### src/rtl/nor_serial_ctrl.sv
// Bit-serial NOR operator: captures A/B on start, emits ~(A|B) BitsPerCycle bits per clock,
// then holds the registered result with valid_o until ack_i.
module nor_serial_ctrl #(
    parameter int unsigned Width        = 16,
    parameter int unsigned BitsPerCycle = 1
) (
    input  logic             clk_i,
    input  logic             rst_ni,
    input  logic             start_i,
    input  logic [Width-1:0] a_i,
    input  logic [Width-1:0] b_i,
    input  logic             ack_i,
    output logic             busy_o,
    output logic             valid_o,
    output logic [Width-1:0] resultado_o,
    output logic             zero_o
);

    localparam int unsigned N    = Width / BitsPerCycle;
    localparam int unsigned CntW = (N > 1) ? $clog2(N) : 1;
    localparam logic [CntW-1:0] LastCnt = CntW'(N - 1);
    localparam logic [Width-1:0] LowMask = {Width{1'b1}} >> (Width - BitsPerCycle);

    typedef enum logic [1:0] {StIdle, StShift, StDone} state_e;

    state_e            state_q, state_d;
    logic [CntW-1:0]   cnt_q, cnt_d;
    logic [Width-1:0]  a_q, a_d, b_q, b_d;
    logic [Width-1:0]  part_q, part_d;
    logic [Width-1:0]  res_q, res_d;
    logic              zero_q, zero_d;
    logic [Width-1:0]  nor_bits;

    // Only the low BitsPerCycle lanes are meaningful; they land at the MSB end of the partial.
    assign nor_bits = ~(a_q | b_q) & LowMask;

    always_ff @(posedge clk_i or negedge rst_ni) begin
        if (!rst_ni) begin
            state_q <= StIdle;
            cnt_q   <= '0;
            a_q     <= '0;
            b_q     <= '0;
            part_q  <= '0;
            res_q   <= '0;
            zero_q  <= 1'b0;
        end else begin
            state_q <= state_d;
            cnt_q   <= cnt_d;
            a_q     <= a_d;
            b_q     <= b_d;
            part_q  <= part_d;
            res_q   <= res_d;
            zero_q  <= zero_d;
        end
    end

    always_comb begin
        state_d = state_q;
        cnt_d   = cnt_q;
        a_d     = a_q;
        b_d     = b_q;
        part_d  = part_q;
        res_d   = res_q;
        zero_d  = zero_q;
        unique case (state_q)
            StIdle: begin
                if (start_i) begin
                    a_d     = a_i;
                    b_d     = b_i;
                    cnt_d   = '0;
                    part_d  = '0;
                    state_d = StShift;
                end
            end
            StShift: begin
                part_d = (part_q >> BitsPerCycle) | (nor_bits << (Width - BitsPerCycle));
                a_d    = a_q >> BitsPerCycle;
                b_d    = b_q >> BitsPerCycle;
                cnt_d  = cnt_q + CntW'(1);
                if (cnt_q == LastCnt) begin
                    res_d   = part_d;
                    zero_d  = (part_d == '0);
                    state_d = StDone;
                end
            end
            StDone: begin
                if (ack_i) begin
                    state_d = StIdle;
                end
            end
            default: state_d = StIdle;
        endcase
    end

    assign busy_o      = (state_q != StIdle);
    assign valid_o     = (state_q == StDone);
    assign resultado_o = res_q;
    assign zero_o      = zero_q;

endmodule

### config.mk
export PLATFORM = sky130hd
export DESIGN_NAME = nor_serial_ctrl
export DESIGN_NICKNAME = d
export VERILOG_FILES = /design/src/rtl/nor_serial_ctrl.sv
export SDC_FILE = /design/constraint.sdc
export NUM_CORES = 1
export LEC_CHECK = 0
export ABC_AREA = 0
export CAP_MARGIN = 0
export CORE_ASPECT_RATIO = 0.6
export CORE_MARGIN = 1.5
export CORE_UTILIZATION = 35
export CTS_CLUSTER_DIAMETER = 200
export DETAILED_ROUTE_END_ITERATION = 7
export PLACE_DENSITY = 0.55
export SLEW_MARGIN = 40
export SYNTH_ARGS = -nofsm -noshare
export SYNTH_HDL_FRONTEND = slang
export SYNTH_SLANG_ARGS = --single-unit
export TNS_END_PERCENT = 20
### constraint.sdc
create_clock -name clk_i -period 2.5 [get_ports clk_i]
set_input_delay 0.375 -clock clk_i [delete_from_list [all_inputs] [get_ports clk_i]]
set_output_delay 0.375 -clock clk_i [all_outputs]
set_load 0.01 [all_outputs]
==> flow_summary.ini, run 1 <==
[timing]
fin_worst_skew_ns = 0.004244
tns_ns = 0
fmax_mhz = 497.6
tightest_slew_ns = 0.5593
finalCritPeriodShare_pct = 80.38
rsz0062_at_grt = no
finalHoldViolations = 0
setup_viol = 0
fin_ws_ns = 0.4905
fin_crit_ns = 2.010
maxSlewHeadroom_pct = 62.71
finalMaxSlewViolations = 0

[cells_and_area]
nets = 334
multi_input_area_sq_mm = 0.001044
drive_gt1_share_pct = 15.23
regArea_sq_mm = 0.001752
area_growth_pct = 34.86
fillerInstances = 731
antenna_cells = 0

[worst_setup_path]
critPathLaunchType = flop
critPathCaptureType = output port
crit_arrival_ns = 1.63
worstSetupPathType = reg -> out
critPathRequiredTime_ns = 2.12
critPathMaxFanout = 8

[route]
wl_microns = 6434
drt-initial-drc-count = 142
ant_nets = 0
route.detailed.drc = 0
firstDrtPassIters = 4
vias_per_cell = 5.063
wl_per_cell_microns = 15.69
vias = 2076

[synthesis]
ys_seq_elements = 70
synth_area_leaders = dfrtp_1, a22oi_1, mux2_2
ys_seq_area_share_pct = 60.92
synth_top_area_share_pct = 60.92
syn_nets = 282
yosysUniqueCellTypes = 26
yosysTopAreaCell = dfrtp_1
syn_area_per_cell_sq_um = 11.74
syn_inst = 245
synth_edf_count = 0
yosys_warnings = 0
ys.flop_type = dfrtp_1
netlist_area_sq_mm = 0.002875
synthArstFlopShare_pct = 100.0

[clock_tree]
cts_hold_buf = 0
h-tree-depth = 3
cts_buffers = 9
post_cts_resized = 0
cts_setup_buffers = 0
cts_buffer_depth = 2
clkTransAtPathRegs_ns = 0.06
cts.sinks = 70
clk_latency_ns = 0.33
clock-root-buffer = clkbuf_16
cts_tree = built

[place]
gp_congestion = 0.7034
dpl.hpwl_microns = 4092
dp_slack_ns = 0.6767
port_buffers = 54

[floorplan]
die_w_microns = 120.0
io_pins = 55
die_area_sq_mm = 0.008785
start_util_pct = 36.33
rows = 25
coreArea_sq_mm = 0.007914
die_h_microns = 73.21

[hold_path]
hp-class = in -> async

[pwr]
p_int_mw = 3.305
power_frac_seq_pct = 39.6
power_switching_mw = 1.518
comb_power_share_pct = 31.3
irDropWorstVdd_mv = 0.5059
switching_share_pct = 31.47
power_density_mw_per_mm2 = 1244
p_leak_nw = 1.648
power_frac_clock_pct = 29.1

[global_route]
grt_max_degree = 53
antenna_found_initial = 0
grt_pass1_wl_microns = 10630
grt_use_total_pct = 15.81
grt_pass1_vias = 2044
overflow = 0

[flow_run]
drv_cap = 0

[outcome]
status = finished clean
-- power groups by stage --
stage | sequential (mW) | combinational [mW] | clock, mW
after floorplan | 1.88 | 0.937 | 0
after global placement | 1.92 | 1.49 | 0
after detailed placement | 1.92 | 1.52 | 0
after CTS | 1.91 | 1.53 | 1.44
after global routing | 1.98 | 1.68 | 1.49
final | 1.91 | 1.51 | 1.40
-- worst paths after layout --
check,cells past startpoint,startpoint,slack [ns],endpoint
setup reg to reg,4,cnt_q[0]$_DFFE_PN0P_,0.76,resultado_o[1]$_DFFE_PN0P_
min in group clk_i,2,a_q[3]$_DFFE_PN0P_,0.48,a_q[3]$_DFFE_PN0P_
max in group asynchronous,2,rst_ni,1.83,a_q[8]$_DFFE_PN0P_
hold reg to reg,2,a_q[3]$_DFFE_PN0P_,0.48,a_q[3]$_DFFE_PN0P_
hold / removal,1,rst_ni,0.03,resultado_o[0]$_DFFE_PN0P_
setup / recovery,3,state_q[0]$_DFFE_PN0P_,0.49,busy_o
-- area by class of cell --
cell class                      count  share of cell area (%)
Timing Repair Buffer               60                   15.62
Tap cell                          108                   3.485
Inverter                            2                  0.1936
Multi-Input combinational cell    154                   26.91
Sequential cell                    70                   45.18
Clock buffer                       11                   6.518
Clock inverter                      5                   2.097
-- synthesized netlist by cell type, drive strengths merged (2+ instances only) --
| master | instances |
|---|---|
| dfrtp | 70 |
| o21ai | 35 |
| nand2 | 32 |
| a22oi | 30 |
| a22o | 17 |
| mux2 | 17 |
| clkbuf | 12 |
| buf | 7 |
| nor2 | 4 |
| nand3 | 3 |
| nor2b | 3 |
| a32o | 2 |
| inv | 2 |
| nor4 | 2 |
| or4 | 2 |
-- stage by stage --
stage	hold slack (ns)	total power [mW]	cell area, sq um	util, %	cells
after floorplan	0.07941	2.813	2875	-	245
final	0.03076	4.824	3877	49.00	410
after global routing	0.06942	5.144	3877	49.00	410
after global placement	0.4031	3.414	3543	44.77	394
after CTS	0.04222	4.875	3877	49.00	410
after detailed placement	0.3984	3.444	3543	44.77	394
-- cell families after synthesis --
group           share of synthesized area (%)
compound gates                          20.84
fa+ha+maj                              0.4351
buf+inv                                 3.133
flops                                   60.92
mux                                     6.658
simple gates                            8.007
-- state kept, by name, indices dropped and copies added, names as in the netlist --
register and count:
a_q 16, b_q 16, cnt_q 4, part_q 15, resultado_o 16, state_q 2, zero_o 1
-- layer usage --
layer,routed length (microns),GRT usage [%],vias up
met1,3445,24.39,1023
met5,0,0,-
met2,2625,20.19,38
met3,263,4.922,11
li1,-,-,1004
met4,99,5.952,0
-- critical path, cell delays in order, from the launching register on --
cell and delay, ns:
dfrtp_1 0.47, nor2_1 0.29, inv_1 0.07, clkdlybuf4s50_1 0.48
-- cells in the final DEF, fill, tap and decap left out, drive strengths merged, types with 2 or more instances in the layout --
cell / instances
dfrtp: 70
clkdlybuf4s50: 53
o21ai: 35
nand2: 32
a22oi: 30
mux2: 17
a22o: 17
clkbuf: 11
buf: 7
nor2: 4
nand3: 3
nor2b: 3
inv: 2
a32o: 2
nor4: 2
or4: 2
bufinv: 2
clkinv: 2
Power figures use the tool's default switching activity.
==> run 2, diff against run 1 <==
==> constraint.sdc (replaced) <==
create_clock -name clk_i -period 1.9 [get_ports clk_i]
set_input_delay 0.285 -clock clk_i [delete_from_list [all_inputs] [get_ports clk_i]]
set_output_delay 0.285 -clock clk_i [all_outputs]
set_load 0.01 [all_outputs]
==> run 2 against run 1 <==
Critical endpoint is now valid_o. Total power rose by 29%. Highest routed layer unchanged. Sequential cell count did not move. Final cell count rose by 0.98%.
==> flow_summary.ini, run 2 (synthesis gave the netlist of run 1 again) <==
[outcome]
status = finished clean

[route]
drt-initial-drc-count = 223
route.detailed.drc = 0
wl_per_cell_microns = 15.72
firstDrtPassIters = 4
ant_nets = 0
vias = 2120
vias_per_cell = 5.121
wl_microns = 6508

[worst_setup_path]
crit_family = buffers and inverters
critPathCaptureType = output port
cp_slowest_cell = clkdlybuf4s50_1
critPathLaunchType = flop
crit_arrival_ns = 1.53
worstSetupPathType = reg -> out
worstPathBufferInverterCount = 1
critPathRequiredTime_ns = 1.62
critPathMaxFanout = 7
cp_cell_sequence = nor2b_1 -> clkdlybuf4s50_1
crit_path_max_incr_delay_ns = 0.56

[clock_tree]
cts_tree = built
clk_latency_ns = 0.33
cts.sinks = 70
clock-root-buffer = clkbuf_16
clkTransAtPathRegs_ns = 0.05
cts_buffers = 9
cts_buffer_depth = 2
h-tree-depth = 3

[timing]
finalMaxSlewViolations = 0
hold_slack_ns = 0.4802
setup_viol = 0
rsz0062_at_grt = no
tightest_slew_ns = 0.3771
fin_ws_ns = 0.08363
finalHoldViolations = 0
tns_ns = 0
fin_worst_skew_ns = 0.004286
maxSlewHeadroom_pct = 74.86
fin_crit_ns = 1.816
finalCritPeriodShare_pct = 95.60
fmax_mhz = 550.5

[cells_and_area]
post-route-util_pct = 49.38
multi_input_area_sq_mm = 0.001046
area_growth_pct = 35.90
drive_gt1_share_pct = 16.67
fillerInstances = 735
regArea_sq_mm = 0.001754
stdcell_area_sq_mm = 0.003908
fin_cells = 414
layout_commonest_cell = dfrtp_1
antenna_cells = 0
layout_common_cells = dfrtp_1, clkdlybuf4s50_1, o21ai_0
nets = 338

[pwr]
power_frac_clock_pct = 26.9
irDropWorstVdd_mv = 0.7556
power_switching_mw = 1.973
comb_power_share_pct = 32.7
p_int_mw = 4.268
switching_share_pct = 31.61
p_leak_nw = 1.661
power_density_mw_per_mm2 = 1597
power_frac_seq_pct = 40.3
total_power_mw = 6.241

[place]
gp_congestion = 0.7197
port_buffers = 54
dp_slack_ns = 0.2757
post_dp_cell_area_sq_mm = 0.003591
dpl.hpwl_microns = 4108
place_inst = 397

[floorplan]
die_h_microns = 73.21
die_w_microns = 120.0
rows = 25
coreArea_sq_mm = 0.007914
die_area_sq_mm = 0.008785
io_pins = 55
start_util_pct = 36.33

[global_route]
antenna_found_initial = 0
overflow = 0
grt_pass1_vias = 2089
grt_pass1_wl_microns = 10780
grt_use_total_pct = 16.19
grt_max_degree = 71

[hold_path]
hp-class = reg -> reg

[flow_run]
drv_cap = 0
run 2: cell types whose count changed in the layout (fill, tap and decap cells not counted), moves of 2 or more:
cell / previous run / this run
clkinv_2: 1 / 3
dfrtp_2: 0 / 2
dfrtp_1: 70 / 68
buf_12: 2 / 4
run 2: layout make-up:
cell class | count | share of cell area (%)
Sequential cell | 70 | 44.89
Inverter | 2 | 0.1921
Timing Repair Buffer | 64 | 16.97
Tap cell | 108 | 3.458
Clock buffer | 12 | 6.564
Clock inverter | 4 | 1.153
Multi-Input combinational cell | 154 | 26.77
run 2: worst paths after layout:
path / startpoint / endpoint / slack (ns) / depth (start not counted)
max reg2reg: state_q[0]$_DFFE_PN0P_ / cnt_q[2]$_DFFE_PN0P_ / 0.31 / 5
min in group asynchronous: rst_ni / resultado_o[0]$_DFFE_PN0P_ / 0.50 / 3
max: state_q[0]$_DFFE_PN0P_ / valid_o / 0.08 / 2
min: a_q[2]$_DFFE_PN0P_ / a_q[2]$_DFFE_PN0P_ / 0.48 / 2
max in group asynchronous: rst_ni / state_q[1]$_DFFE_PN0P_ / 1.09 / 3
min reg2reg: a_q[2]$_DFFE_PN0P_ / a_q[2]$_DFFE_PN0P_ / 0.48 / 2
run 2: worst register-to-register path, stage by stage, from the launching register on:
cell and delay, ns:
dfrtp_2 0.44, buf_4 0.39, o21bai_4 0.13, buf_12 0.19
o21ai_0 0.20, o21ai_0 0.11
run 2: layer usage:
metal  routed length (microns)  share of wire [%]  GRT usage (%)
met5                         0                  0              0
met4                        89                1.4          5.556
met3                       274                4.2          5.938
met2                      2645                 41          20.38
met1                      3499                 54          24.81
run 2: power by group through the flow:
| stage | Combinational, mW | Sequential, mW | Clock [mW] |
|---|---|---|---|
| 2_1_floorplan | 1.23 | 2.47 | 0 |
| 3_3_place_gp | 2.01 | 2.53 | 0 |
| 3_5_place_dp | 2.06 | 2.53 | 0 |
| 4_1_cts | 2.07 | 2.52 | 1.73 |
| 5_1_grt | 2.28 | 2.61 | 1.78 |
| 6_report | 2.04 | 2.52 | 1.68 |
run 2: repair_timing:
action / in CTS / in global routing
resized for setup: 0 / 3
buffers inserted: 0 / 0
hold buffers: 1 / 0
endpoints found under the setup margin: 0 / 2
endpoints found under the hold margin: 55 / 0
==> run 3, diff against run 2 <==
--- a/config.mk
+++ b/config.mk
@@ -12,6 +12,7 @@
 export CORE_UTILIZATION = 35
 export CTS_CLUSTER_DIAMETER = 200
 export DETAILED_ROUTE_END_ITERATION = 7
+export HOLD_SLACK_MARGIN = 0.08
 export PLACE_DENSITY = 0.55
 export SLEW_MARGIN = 40
 export SYNTH_ARGS = -nofsm -noshare
==> results of run 3 <==
Final layout, timing and power as in run 2 (identical DEF).
